===== config.mk =====
export PLATFORM = sky130hd
export DESIGN_NAME = mem_stage
export DESIGN_NICKNAME = d
export VERILOG_FILES = /design/src/rtl/mem_stage.sv
export SDC_FILE = /design/constraint.sdc
export NUM_CORES = 1
export LEC_CHECK = 0
export CORE_MARGIN = 1.5
export CORE_UTILIZATION = 43
export CTS_BUF_LIST = sky130_fd_sc_hd__clkbuf_8 sky130_fd_sc_hd__clkbuf_16
export CTS_CLUSTER_SIZE = 20
export DETAILED_ROUTE_END_ITERATION = 6
export PLACE_DENSITY_LB_ADDON = 0.05
export SETUP_SLACK_MARGIN = 0.4
export SLEW_MARGIN = 30
export SYNTH_ARGS = -nofsm -noshare
export SYNTH_HDL_FRONTEND = slang
export SYNTH_SLANG_ARGS = --single-unit
export TNS_END_PERCENT = 20

===== constraint.sdc =====
create_clock -name clk -period 2.4 [get_ports clk]
set_clock_uncertainty 0.15 [all_clocks]
set_input_delay 0.48 -clock clk [delete_from_list [all_inputs] [get_ports clk]]
set_output_delay 0.48 -clock clk [all_outputs]
set_load 0.05 [all_outputs]

===== src/rtl/mem_stage.sv =====
// Memory stage: retires ALU results directly, runs loads/stores over a req/ack
// handshake while stalling execute, and owns the condition-code register.
module mem_stage #(
  parameter int DATA_W = 16,
  parameter int ADDR_W = 12
) (
  input  logic              clk,
  input  logic              rst,
  input  logic              ex_valid,
  input  logic [DATA_W-1:0] ex_alu_out,
  input  logic [DATA_W-1:0] ex_store_data,
  input  logic              ex_mem_read,
  input  logic              ex_mem_write,
  input  logic              ex_wb_en,
  input  logic [2:0]        ex_rdst,
  input  logic              ex_flag_en,
  input  logic [2:0]        ex_flags,
  input  logic              flush,
  output logic              ex_stall,
  output logic              dm_req,
  output logic              dm_we,
  output logic [ADDR_W-1:0] dm_addr,
  output logic [DATA_W-1:0] dm_wdata,
  input  logic [DATA_W-1:0] dm_rdata,
  input  logic              dm_ack,
  output logic              wb_valid,
  output logic              wb_we,
  output logic [2:0]        wb_rdst,
  output logic [DATA_W-1:0] wb_data,
  output logic [2:0]        ccr
);

  typedef enum logic {IDLE, ACCESS} state_t;

  state_t            state;
  logic              squash;
  logic              wb_en_lat;
  logic [2:0]        rdst_lat;
  logic [DATA_W-1:0] alu_lat;

  assign ex_stall = (state == ACCESS);

  always_ff @(posedge clk or negedge rst) begin
    if (!rst) begin
      state     <= IDLE;
      squash    <= 1'b0;
      wb_en_lat <= 1'b0;
      rdst_lat  <= '0;
      alu_lat   <= '0;
      dm_req    <= 1'b0;
      dm_we     <= 1'b0;
      dm_addr   <= '0;
      dm_wdata  <= '0;
      wb_valid  <= 1'b0;
      wb_we     <= 1'b0;
      wb_rdst   <= '0;
      wb_data   <= '0;
      ccr       <= 3'b000;
    end else begin
      wb_valid <= 1'b0;
      wb_we    <= 1'b0;
      case (state)
        IDLE: begin
          if (ex_valid && !flush) begin
            if (ex_flag_en) ccr <= ex_flags;
            if (ex_mem_read || ex_mem_write) begin
              // A request with both read and write set is issued as a store.
              wb_en_lat <= ex_wb_en;
              rdst_lat  <= ex_rdst;
              alu_lat   <= ex_alu_out;
              squash    <= 1'b0;
              dm_req    <= 1'b1;
              dm_we     <= ex_mem_write;
              dm_addr   <= ex_alu_out[ADDR_W-1:0];
              dm_wdata  <= ex_store_data;
              state     <= ACCESS;
            end else begin
              wb_valid <= 1'b1;
              wb_we    <= ex_wb_en;
              wb_data  <= ex_alu_out;
              wb_rdst  <= ex_rdst;
            end
          end
        end
        ACCESS: begin
          if (dm_ack) begin
            dm_req <= 1'b0;
            dm_we  <= 1'b0;
            squash <= 1'b0;
            state  <= IDLE;
            // A flush coinciding with the ack also squashes the retire.
            if (!(squash || flush)) begin
              wb_valid <= 1'b1;
              wb_we    <= wb_en_lat && !dm_we;
              wb_data  <= dm_we ? alu_lat : dm_rdata;
              wb_rdst  <= rdst_lat;
            end
          end else if (flush) begin
            squash <= 1'b1;
          end
        end
        default: state <= IDLE;
      endcase
    end
  end

endmodule


==> results.md <==
* Tcrit/Tclk final at 0.886
* CTS tree: done
* Starting Density at 0.440
* GRT Total Usage at 0.183
* Prevailing post-synth register cell: dfrtp_1
* WL per Instance at 15.5 um
* Die W at 85.9 um
* Reg2Reg Setup Slack at 0.58 ns
* Final hold violation count at 1
* CP max-delay cell: clkdlybuf4s50_1
* Most common cell in the synthesized netlist: dfrtp_1
* Largest area contributor in the synthesized netlist: dfrtp_1
* Failing checks: hold timing
* Crit path capture type: output pin
* Post-Syn Nets at 281
* Die height at 85.9 um
* Core area at 6720 um^2
* Post-CTS Repair Setup Buffers at 0
* Mapped cell area at 2960 um^2
* Die area at 7380 um^2
* Ys async rst share at 1.00
* Fin Hold WS at -0.000280 ns
* Syn Inst Count at 218
* CTS buffer count at 9
* Initial antenna violation count at 0
* Buf/Inv on CP at 1
* Yosys top cell area share at 0.541
* Post-DP HPWL at 4410 um
* Crit path DAT at 1.50 ns
* Antenna fix cells at 0
* CTS resizes at 10
* Worst Path Max Fanout at 2
* CTS clk-pin slew, worst paths at 0.07 ns
* Top cells by area, synth: dfrtp_1 54%, mux2_2 21%, mux2i_1 5.4%
* Post-synth top cells: 64 x dfrtp_1, 54 x mux2_2, 18 x nor2_1, 17 x a21oi_1
* Endpoints failing setup at 0
* Number of synthesis warnings at 0
* Post-synthesis register bit count at 64
* Fmax at 0.470 GHz
* Max-Cap Viols at 0
* Filler cell count at 548
* Unrepaired setup endpoints after global routing: true
* Synth Area per Inst at 13.6 um^2
* Rows at 30
* Sink Count at 64
* Relative slew slack at 0.647
* Area delta synth->final at 46.8%
* Slew of the pin with the lowest slew margin at 0.527 ns
* Via-per-instance ratio at 5.03
* # H-tree levels at 3
* Setup CP Type: reg2out
* Leak Pwr at 1.92 nW
* Hold Path Class: in2async
* DRC viols at 0
* EDFF count, synth at 0
* Share of cells above drive strength 1 at 0.262
* Worst-Skew Late Latency at 0.32 ns
* First-pass GRT wire length at 10400 um
* Critical path launch point type: register
* GPL Wtd Cong at 0.752
* VDD IR max at 0.576 mV
* Post-CTS Hold Buffers at 0
* Power Density at 1060 nW/um^2
* Worst Path Required at 1.77 ns
* Iteration-0 DRC count of the detailed router at 88
* First-pass DRT Iterations at 4
* Io pins at 118
* IO Port Bufs at 117
* Netlist cell types at 26
* Setup TNS Final at 0 ns
* Pin count of the biggest net entering global routing at 65
* Final antenna-violating net count at 0
* Vias in the first global route at 2139
* Worst path cell trace: clkdlybuf4s50_1
* Final wirelength at 6370 um
* Clock buffer depth at 2
* Power consumption at 0.00460 W
* Top Family by Delay on Critical Path: buffers and inverters
* Final nets at 393
* Gr ovfl total at 0
* Via count at 2072
* Final min period at 2.13 ns
* Max stage delay on crit path at 0.82 ns
* Final Max Slew Viols at 0
* Clock root cell: clkbuf_8
* Outcome: finished with violations
* Seq/Total Area, Yosys at 0.541
-- path summary, 6_finish.rpt --
check,startpoint,end,depth (start not counted)
min reg2reg,squash,wb_we,1
max,wb_data[1],wb_data[1],1
min,rst,dm_wdata[9],2
min in group clk,squash,wb_we,1
max in group asynchronous,rst,wb_data[10],2
max reg2reg,ex_stall,wb_data[6],4
-- state kept, by name, summed over array words and instances, names as in the netlist --
name	cells
ex_stall	1
dm_addr	11
wb_we	1
squash	1
dm_we	1
rdst_lat	3
alu_lat	5
wb_rdst	3
dm_wdata	16
dm_req	1
wb_en_lat	1
wb_data	16
wb_valid	1
ccr	3
-- area by class of cell --
class / instances / area [um^2] / share of cell area
clock inverter: 2 / 8.76 / 0.00202
timing repair buffer: 126 / 1330 / 0.306
sequential: 64 / 1600 / 0.369
clock buffer: 11 / 151 / 0.0349
multi-input combinational: 127 / 1140 / 0.263
inverter: 2 / 7.51 / 0.00173
tap: 80 / 100 / 0.0231
-- per-layer routing --
metal	track usage	wire, um
met1	0.237	2850
met2	0.301	3020
met3	0.0462	416
met4	0.0616	75
met5	0	0
-- metrics by stage --
stage | util | instances | hold WS [ns] | worst slack, ns | cell area (um^2)
detailed placement | 0.620 | 399 | 0.327 | 0.0817 | 4170
CTS | 0.642 | 412 | 0.0190 | 0.255 | 4320
global route | 0.646 | 412 | 0.0194 | 0.231 | 4340
global placement | 0.620 | 399 | 0.317 | 0.123 | 4170
floorplan | - | 218 | 0.0344 | 0.402 | 2960
finish | 0.646 | 412 | -0.000280 | 0.273 | 4340
-- cell families after synthesis --
logic type / Yosys count / synth area share
muxes: 77 / 0.295
DFF: 64 / 0.541
buffers and inverters: 27 / 0.0719
and+or+nand+nor: 26 / 0.0436
AOI/OAI and AO/OA: 24 / 0.0478
-- layout by cell type, fill, tap and decap left out --
master / Yosys / layout
nor3b_4: 1 / 1
buf_2: 1 / 1
dlygate4sd2_1: 0 / 10
nand2_1: 2 / 2
a21o_1: 2 / 2
nand3b_1: 1 / 1
and2_1: 1 / 1
dlymetal6s2s_1: 0 / 10
mux2_4: 7 / 7
nand3_1: 1 / 1
a211oi_1: 1 / 1
dfrtp_1: 64 / 64
buf_12: 1 / 7
inv_1: 2 / 3
mux2i_1: 16 / 16
clkbuf_8: 0 / 11
nor2_1: 18 / 18
o41ai_1: 1 / 1
clkdlybuf4s50_1: 0 / 94
and2b_4: 1 / 1
o22ai_1: 1 / 1
buf_4: 16 / 4
a32o_1: 1 / 1
mux2_2: 54 / 54
nand2b_1: 1 / 1
a32oi_1: 1 / 1
a21oi_1: 17 / 17
clkinv_2: 0 / 1
-- power breakdown --
part | total (W) | internal [W] | switching, W | leakage (nW)
Combinational | 0.00224 | 0.000880 | 0.00136 | 1.07
Sequential | 0.00158 | 0.00139 | 0.000186 | 0.760
Clock | 0.000778 | 0.000409 | 0.000370 | 0.0883
Note: power is estimated with default switching activity, not from simulation.
